### src/rtl/conv_1x1_weight_streamer_pkg.sv
`default_nettype none
// ============================================================================
// Module      : conv_1x1_weight_streamer_pkg
// Description : Shared conv_1x1 definitions: streamer FSM state encoding,
//               default geometry, the weight-count localparam N and the
//               helper that derives N from a given geometry.
// Revision    : 1.0 - initial release
// ============================================================================
package conv_1x1_weight_streamer_pkg;

    // Streamer control states
    typedef enum logic [1:0] {
        ST_IDLE  = 2'd0,
        ST_RUN   = 2'd1,
        ST_DRAIN = 2'd2,
        ST_FIN   = 2'd3
    } wstream_state_e;

    // Default layer geometry
    localparam int C_DEF_CH_IN  = 256;
    localparam int C_DEF_CH_OUT = 512;
    localparam int C_DEF_KERNEL = 1;

    // Output skid buffer depth; also the limit on reads in flight plus buffered words
    localparam int C_SKID_DEPTH = 2;

    // Words in one full weight set: out-channel x in-channel x kernel x kernel
    function automatic int calc_n(input int ch_out, input int ch_in, input int kernel);
        return ch_out * ch_in * kernel * kernel;
    endfunction

    // N for the default geometry
    localparam int C_N_DEFAULT = C_DEF_CH_OUT * C_DEF_CH_IN * C_DEF_KERNEL * C_DEF_KERNEL;

endpackage
`default_nettype wire

### src/rtl/wstream_skid_buf.sv
`default_nettype none
// ============================================================================
// Module      : wstream_skid_buf
// Description : Two-entry skid buffer between the weight memory read port and
//               the conv weight port. Valid/ready on both sides. The output
//               word is taken straight from a storage register, so it stays
//               stable while the consumer stalls.
// Revision    : 1.0 - initial release
// ============================================================================
module wstream_skid_buf
    import conv_1x1_weight_streamer_pkg::*;
#(
    parameter int DATA_WIDTH = 16
) (
    input  logic                  clk,
    input  logic                  rst_n,        // asynchronous, active low
    input  logic                  i_in_valid,
    output logic                  o_in_ready,
    input  logic [DATA_WIDTH-1:0] i_in_data,
    output logic                  o_out_valid,
    input  logic                  i_out_ready,
    output logic [DATA_WIDTH-1:0] o_out_data,
    output logic [1:0]            o_count
);

    localparam logic [1:0] C_FULL = 2'(C_SKID_DEPTH);

    logic [DATA_WIDTH-1:0] r_entry0;
    logic [DATA_WIDTH-1:0] r_entry1;
    logic                  r_wr_ptr;
    logic                  r_rd_ptr;
    logic [1:0]            r_count;
    logic                  w_push;
    logic                  w_pop;

    assign o_in_ready  = (r_count != C_FULL);
    assign o_out_valid = (r_count != 2'd0);
    assign o_out_data  = r_rd_ptr ? r_entry1 : r_entry0;
    assign o_count     = r_count;
    assign w_push      = i_in_valid & o_in_ready;
    assign w_pop       = o_out_valid & i_out_ready;

    // Write the incoming word into the slot selected by the write pointer
    always_ff @(posedge clk or negedge rst_n) begin
        if (!rst_n) begin
            r_entry0 <= '0;
            r_entry1 <= '0;
            r_wr_ptr <= 1'b0;
        end else if (w_push) begin
            if (r_wr_ptr) begin
                r_entry1 <= i_in_data;
            end else begin
                r_entry0 <= i_in_data;
            end
            r_wr_ptr <= ~r_wr_ptr;
        end
    end

    // Advance the read pointer on every accepted word
    always_ff @(posedge clk or negedge rst_n) begin
        if (!rst_n) begin
            r_rd_ptr <= 1'b0;
        end else if (w_pop) begin
            r_rd_ptr <= ~r_rd_ptr;
        end
    end

    // Occupancy: simultaneous push and pop leave it unchanged
    always_ff @(posedge clk or negedge rst_n) begin
        if (!rst_n) begin
            r_count <= 2'd0;
        end else begin
            case ({w_push, w_pop})
                2'b10:   r_count <= r_count + 2'd1;
                2'b01:   r_count <= r_count - 2'd1;
                default: r_count <= r_count;
            endcase
        end
    end

endmodule
`default_nettype wire

### src/rtl/conv_1x1_weight_streamer.sv
`default_nettype none
// ============================================================================
// Module      : conv_1x1_weight_streamer
// Description : Streams one full 1x1-conv weight set (N words, address order
//               0..N-1) from a 1-cycle-latency weight memory to the conv
//               weight port over valid/ready. Reads are throttled so reads in
//               flight plus buffered words never exceed the 2-entry skid
//               buffer, which lets the stream run at one word per cycle with
//               ready_in high and lose nothing when ready_in drops.
//               Optional feature macro WSTREAM_REPEAT_EN: adds the repeat_num
//               input; the set is then sent repeat_num+1 times back to back.
// Revision    : 1.0 - initial release
// ============================================================================
module conv_1x1_weight_streamer
    import conv_1x1_weight_streamer_pkg::*;
#(
    parameter int DATA_WIDTH      = 16,
    parameter int CHANNEL_NUM_IN  = 256,
    parameter int CHANNEL_NUM_OUT = 512,
    parameter int KERNEL          = 1,
    parameter int ADDR_WIDTH      = 17
) (
    input  logic                  clk,
    input  logic                  reset,            // asynchronous, active low
    input  logic                  start,
    output logic                  mem_rd_en,
    output logic [ADDR_WIDTH-1:0] mem_addr,
    input  logic [DATA_WIDTH-1:0] mem_data,
    output logic [DATA_WIDTH-1:0] weight_out,
    output logic                  valid_weight_out,
    input  logic                  ready_in,
    output logic                  busy,
    output logic                  done,
    output logic [ADDR_WIDTH:0]   weight_cnt
`ifdef WSTREAM_REPEAT_EN
    ,
    input  logic [7:0]            repeat_num
`endif
);

    localparam int                  N           = calc_n(CHANNEL_NUM_OUT, CHANNEL_NUM_IN, KERNEL);
    localparam logic [ADDR_WIDTH-1:0] C_LAST_ADDR = ADDR_WIDTH'(N - 1);
    localparam logic [ADDR_WIDTH:0]   C_LAST_CNT  = (ADDR_WIDTH + 1)'(N - 1);
    localparam logic [2:0]            C_LIMIT     = 3'(C_SKID_DEPTH);

    wstream_state_e        r_state;
    logic [ADDR_WIDTH-1:0] r_addr;
    logic [ADDR_WIDTH:0]   r_cnt;
    logic                  r_busy;
    logic                  r_done;
    logic                  r_pend;          // read issued last cycle, data on mem_data now

    logic                  w_skid_in_ready;
    logic                  w_skid_valid;
    logic [DATA_WIDTH-1:0] w_skid_data;
    logic [1:0]            w_skid_count;
    logic                  w_push;
    logic                  w_pop;
    logic [2:0]            w_occ;
    logic                  w_room;
    logic                  w_rd_en;
    logic                  w_rd_wrap;
    logic                  w_acc_wrap;
    logic                  w_last_rd_pass;
    logic                  w_last_acc_pass;

    // A word leaving the buffer this cycle frees its slot for a read issued
    // this same cycle; that is what keeps the stream bubble-free.
    assign w_pop      = w_skid_valid & ready_in;
    assign w_push     = r_pend & w_skid_in_ready;
    assign w_occ      = {2'b00, r_pend} + {1'b0, w_skid_count};
    assign w_room     = (w_occ < (C_LIMIT + {2'b00, w_pop}));
    assign w_rd_en    = (r_state == ST_RUN) & w_room;
    assign w_rd_wrap  = w_rd_en & (r_addr == C_LAST_ADDR);
    assign w_acc_wrap = w_pop & (r_cnt == C_LAST_CNT);

`ifdef WSTREAM_REPEAT_EN
    logic [7:0] r_rep_num;
    logic [7:0] r_rd_pass;
    logic [7:0] r_acc_pass;

    assign w_last_rd_pass  = (r_rd_pass == r_rep_num);
    assign w_last_acc_pass = (r_acc_pass == r_rep_num);

    // Pass counters for the read side and the accept side, armed on start
    always_ff @(posedge clk or negedge reset) begin
        if (!reset) begin
            r_rep_num  <= 8'd0;
            r_rd_pass  <= 8'd0;
            r_acc_pass <= 8'd0;
        end else if ((r_state == ST_IDLE) && start) begin
            r_rep_num  <= repeat_num;
            r_rd_pass  <= 8'd0;
            r_acc_pass <= 8'd0;
        end else begin
            if (w_rd_wrap && !w_last_rd_pass) begin
                r_rd_pass <= r_rd_pass + 8'd1;
            end
            if (w_acc_wrap && !w_last_acc_pass) begin
                r_acc_pass <= r_acc_pass + 8'd1;
            end
        end
    end
`else
    assign w_last_rd_pass  = 1'b1;
    assign w_last_acc_pass = 1'b1;
`endif

    // Marks that a read was issued, so its data is pushed into the buffer next cycle
    always_ff @(posedge clk or negedge reset) begin
        if (!reset) begin
            r_pend <= 1'b0;
        end else begin
            r_pend <= w_rd_en;
        end
    end

    // Control FSM: read address sequencing, accepted-word count, busy and done
    always_ff @(posedge clk or negedge reset) begin
        if (!reset) begin
            r_state <= ST_IDLE;
            r_addr  <= '0;
            r_cnt   <= '0;
            r_busy  <= 1'b0;
            r_done  <= 1'b0;
        end else begin
            r_done <= 1'b0;
            case (r_state)
                ST_IDLE: begin
                    if (start) begin
                        r_state <= ST_RUN;
                        r_busy  <= 1'b1;
                        r_addr  <= '0;
                        r_cnt   <= '0;
                    end
                end
                ST_RUN, ST_DRAIN: begin
                    // The address points at the next read and never wraps
                    // past N-1 except into a further repeat pass.
                    if (w_rd_en) begin
                        if (w_rd_wrap) begin
                            if (w_last_rd_pass) begin
                                r_state <= ST_DRAIN;
                            end else begin
                                r_addr <= '0;
                            end
                        end else begin
                            r_addr <= r_addr + ADDR_WIDTH'(1);
                        end
                    end
                    // The final word can only be accepted in DRAIN, after all
                    // reads are out, so this cannot clash with the read branch.
                    if (w_pop) begin
                        if (w_acc_wrap) begin
                            if (w_last_acc_pass) begin
                                r_state <= ST_FIN;
                                r_busy  <= 1'b0;
                                r_done  <= 1'b1;
                                r_cnt   <= r_cnt + (ADDR_WIDTH + 1)'(1);
                            end else begin
                                r_cnt <= '0;
                            end
                        end else begin
                            r_cnt <= r_cnt + (ADDR_WIDTH + 1)'(1);
                        end
                    end
                end
                ST_FIN: begin
                    r_state <= ST_IDLE;
                end
                default: begin
                    r_state <= ST_IDLE;
                end
            endcase
        end
    end

    wstream_skid_buf #(
        .DATA_WIDTH (DATA_WIDTH)
    ) u_skid (
        .clk         (clk),
        .rst_n       (reset),
        .i_in_valid  (w_push),
        .o_in_ready  (w_skid_in_ready),
        .i_in_data   (mem_data),
        .o_out_valid (w_skid_valid),
        .i_out_ready (ready_in),
        .o_out_data  (w_skid_data),
        .o_count     (w_skid_count)
    );

    assign mem_rd_en        = w_rd_en;
    assign mem_addr         = r_addr;
    assign weight_out       = w_skid_data;
    assign valid_weight_out = w_skid_valid;
    assign busy             = r_busy;
    assign done             = r_done;
    assign weight_cnt       = r_cnt;

endmodule
`default_nettype wire

### config.mk
export PLATFORM = sky130hd
export DESIGN_NAME = conv_1x1_weight_streamer
export DESIGN_NICKNAME = d
export VERILOG_FILES = /design/src/rtl/conv_1x1_weight_streamer_pkg.sv /design/src/rtl/wstream_skid_buf.sv /design/src/rtl/conv_1x1_weight_streamer.sv
export SDC_FILE = /design/constraint.sdc
export NUM_CORES = 1
export LEC_CHECK = 0
export ABC_AREA = 1
export BUFFER_PORTS_ARGS = -buffer_cell sky130_fd_sc_hd__buf_2
export CAP_MARGIN = 20
export CORE_ASPECT_RATIO = 1.75
export CORE_MARGIN = 2
export CORE_UTILIZATION = 40
export CTS_CLUSTER_DIAMETER = 100
export DETAILED_ROUTE_END_ITERATION = 10
export HOLD_SLACK_MARGIN = 0.05
export SLEW_MARGIN = 20
export SYNTH_ARGS = -nofsm -noshare
export SYNTH_HDL_FRONTEND = slang
export SYNTH_SLANG_ARGS = --single-unit
### constraint.sdc
create_clock -name clk -period 2.7 [get_ports clk]
set_clock_uncertainty 0.1 [all_clocks]
set_input_delay 0.54 -clock clk [delete_from_list [all_inputs] [get_ports clk]]
set_output_delay 0.54 -clock clk [all_outputs]
set_load 0.02 [all_outputs]
==> summary.txt <==
Timing
  – Final hold slack: 333 ps
  – Final setup TNS: 0 ps
  – Fin. max-slew vios: 0
  – Crit path time final: 2480 ps
  – Unrepaired setup endpoints after global routing: no
  – Least-Margin Pin Slew: 528 ps
  – Max Clock Freq: 0.404 GHz
  – Final worst-path cycle share: 91.7%
  – Final setup vio count: 0
  – Worst slew margin relative to its limit: 64.7%
  – Final hold vios: 0

Yosys
  – Syn Inst Count: 524
  – Largest family of logic cells by synthesized area: simple AND/OR/NAND/NOR gates
  – Dominant cell type by area after synthesis: dfrtp_1
  – Simple-gate portion of the synthesized area: 28.5%
  – Yosys warnings: 0
  – Area contributors post-synth: dfrtp_1 47%, nand2_1 14%, o21ai_0 5.8%, inv_1 5.1%, nor2_1 4.9%
  – Post-synth EDFFs: 0
  – Mapped Avg Cell Area: 7.76 sq um
  – Top FF cell, synth: dfrtp_1
  – Synthesized Nets: 553
  – Sequential share of the synthesized area: 46.8%
  – Cell with the most instances after synthesis: nand2_1
  – Synth Area in Adders: 2.77%
  – Ys async rst share: 100%
  – Unique cell type count in the Yosys netlist: 27
  – FF+latch count, synth: 76
  – Multiplexer share of the synthesized area: 4.43%
  – XOR/XNOR share of the synthesized area: 1.94%
  – Syn Std Cell Area: 4070 sq um
  – Compound-gate portion of the synthesized area: 8.34%
  – Commonest cells post-synth: 157 x nand2_1, 76 x dfrtp_1, 55 x inv_1
  – Yosys top cell area share: 46.8%

Critical path
  – CP peak stage delay: 420 ps
  – CP max FO: 5
  – Crit end category: output port
  – Ordered list of cells on the worst path: ha_1 > ha_1 > nor2_1 > a21boi_0 > buf_2
  – Startpoint types: register
  – Crit Path Category: reg -> out
  – CP arrival: 1840 ps
  – Most frequent CP cell: ha_1
  – Required @ worst endpoint: 2060 ps
  – CP max-delay cell: dfrtp_1

Global route
  – Largest net degree at the start of global routing: 50
  – Initial antenna violation count: 0
  – Tot GR Track Use: 18.5%
  – M2 GR Usage: 31.2%
  – Top Usage Layer GRT: met2
  – Vias in the first global route: 3471
  – First-pass GRT wire length: 15.9 mm
  – GR Layer Usage met1: 22.6%
  – Gr ovfl total: 0
  – Global Route met3 Usage: 3.34%

Power
  – Total power: 0.00363 W
  – Leak: 2.48 nW
  – Largest vdd supply drop: 0.544 mV
  – Pwr Density: 743 nW/um^2

Clock network
  – Clk_lat worst skew: 330 ps
  – Clock buffer depth: 2
  – TritonCTS clock tree: yes
  – CTS root buffer: clkbuf_16
  – H-tree depth: 3
  – CTS sink cnt: 76
  – Clk slew on worst S/H paths: 60 ps
  – Post-CTS Setup Inserts: 0
  – Total CTS buffers: 9

Detailed routing
  – 1st-iter DRT viols: 140
  – Vias/cell: 4.92
  – First-pass DRT Iterations: 5
  – WL/cell: 13.0 um
  – Antenna Violating Nets Remaining: 0
  – Vias after detailed routing: 3598
  – WL final: 9.51 mm
  – DRC viols: 0

Place
  – Post-DP HPWL: 7.01 mm
  – Buffers on Ports: 74
  – Routability cong.: 0.875
  – Placed cell count: 715

Layout
  – Ant diodes: 0
  – Synthesis-to-finish area growth: 20.1%
  – Layout cell share with drive strength beyond 1: 19.9%
  – Final #Nets: 631
  – Fin cells: 732

Floorplanning
  – Initial Util: 41.0%
  – Chip width: 80.2 um
  – IO Count: 75
  – Die height: 137 um
  – Die area: 11000 sq um
  – Total core area: 9910 sq um
  – Rows: 48

Job
  – Max-cap violations: 0

Worst hold path
  – Hold crit path type: in -> reg

Outcome
  – Outcome: finished clean
[layer usage]
metal | wire length [um] | vias up
met3 | 422 | 19
met4 | 274 | 0
met1 | 4200 | 1632
li1 | - | 1845
met5 | 0 | -
met2 | 4610 | 102
[logic make-up (layout without fill, tap and decap cells)]
kind of cell | Yosys count | in the layout
AO/OA/AOI/OAI | 65 | 65
AND/OR/NAND/NOR | 276 | 276
flip-flops | 76 | 76
buffers and inverters | 73 | 156
adder cells (fa/ha/maj) | 9 | 9
multiplexers | 16 | 16
XOR/XNOR | 9 | 9
[what timing repair did]
action / 4_1_cts / 5_1_grt
resized for setup: 0 / 1
endpoints found under the setup margin: 0 / 6
hold buffers: 1 / 0
endpoints found under the hold margin: 11 / 0
[flip-flops by register name, indices dropped and copies added, names as in the netlist]
signal           flops
u_skid.r_wr_ptr      1
weight_cnt          18
done                 1
r_pend               1
u_skid.r_rd_ptr      1
r_state              2
busy                 1
mem_addr            17
u_skid.o_count       2
u_skid.r_entry0     16
u_skid.r_entry1     16
[power breakdown]
group | internal [W] | switching (W)
combinational | 0.000342 | 0.000737
sequential | 0.00125 | 0.000138
clock | 0.000714 | 0.000441
[per-stage QoR]
stage | worst slack [ps] | instance area [sq um] | utilization (%)
final | 224 | 4880 | 49.3
after global routing | 50.7 | 4880 | 49.3
after CTS | 157 | 4880 | 49.3
after detailed placement | 305 | 4590 | 46.3
after global placement | 438 | 4590 | 46.3
after floorplan | 496 | 4070 | -
[path summary, 6_finish.rpt]
kind                       slack (ps)               from  cells past startpoint                 end
hold reg to reg                   370    u_skid.r_rd_ptr                      1     u_skid.r_rd_ptr
setup reg to reg                  370        mem_addr[0]                     11        mem_addr[12]
max in group asynchronous        1330              reset                      3        mem_addr[10]
min in group asynchronous         580              reset                      2  u_skid.r_entry1[6]
hold / removal                    330        mem_data[3]                      3  u_skid.r_entry0[3]
setup / recovery                  220  u_skid.o_count[0]                      5           mem_rd_en
[critical path, delay by kind of cell, from the launching register on]
| family | cells | cell delay, ps |
|---|---|---|
| AOI/OAI and AO/OA | 1 | 280 |
| adders and majority gates | 2 | 380 |
| buffers and inverters | 1 | 220 |
| DFF | 1 | 420 |
| and+or+nand+nor | 1 | 200 |
[cell usage in the layout (no fill, tap or decap)]
cell type | Yosys | routed
nand2_1 | 157 | 157
dfrtp_1 | 76 | 76
buf_2 | 4 | 73
inv_1 | 55 | 55
nor2_1 | 53 | 52
o21ai_0 | 47 | 47
nand3_1 | 35 | 35
nand4_1 | 18 | 18
mux2_2 | 16 | 16
ha_1 | 9 | 9
clkbuf_16 | 0 | 9
xor2_1 | 7 | 7
o21ai_1 | 7 | 7
buf_4 | 4 | 7
a21oi_1 | 6 | 6
nand2_2 | 3 | 3
nor3_1 | 3 | 3
o21bai_1 | 3 | 3
and2_1 | 3 | 3
clkbuf_1 | 7 | 3
inv_2 | 3 | 2
clkinv_2 | 0 | 2
nor2_2 | 1 | 2
xnor2_1 | 2 | 2
clkinvlp_4 | 0 | 2
nor4_1 | 1 | 1
a21boi_0 | 1 | 1
a21oi_2 | 1 | 1
nor2_4 | 1 | 1
or2_2 | 1 | 1
bufinv_16 | 0 | 1
dlygate4sd3_1 | 0 | 1
buf_12 | 0 | 1
[cell type report]
class,count,area [sq um]
Clock buffer,12,236
Clock inverter,4,50.0
Fill cell,974,5030
Inverter,58,219
Multi-Input combinational cell,375,1870
Sequential cell,76,1900
Tap cell,125,156
Timing Repair Buffer,82,448
No activity file was read; power rests on OpenSTA's default activity.
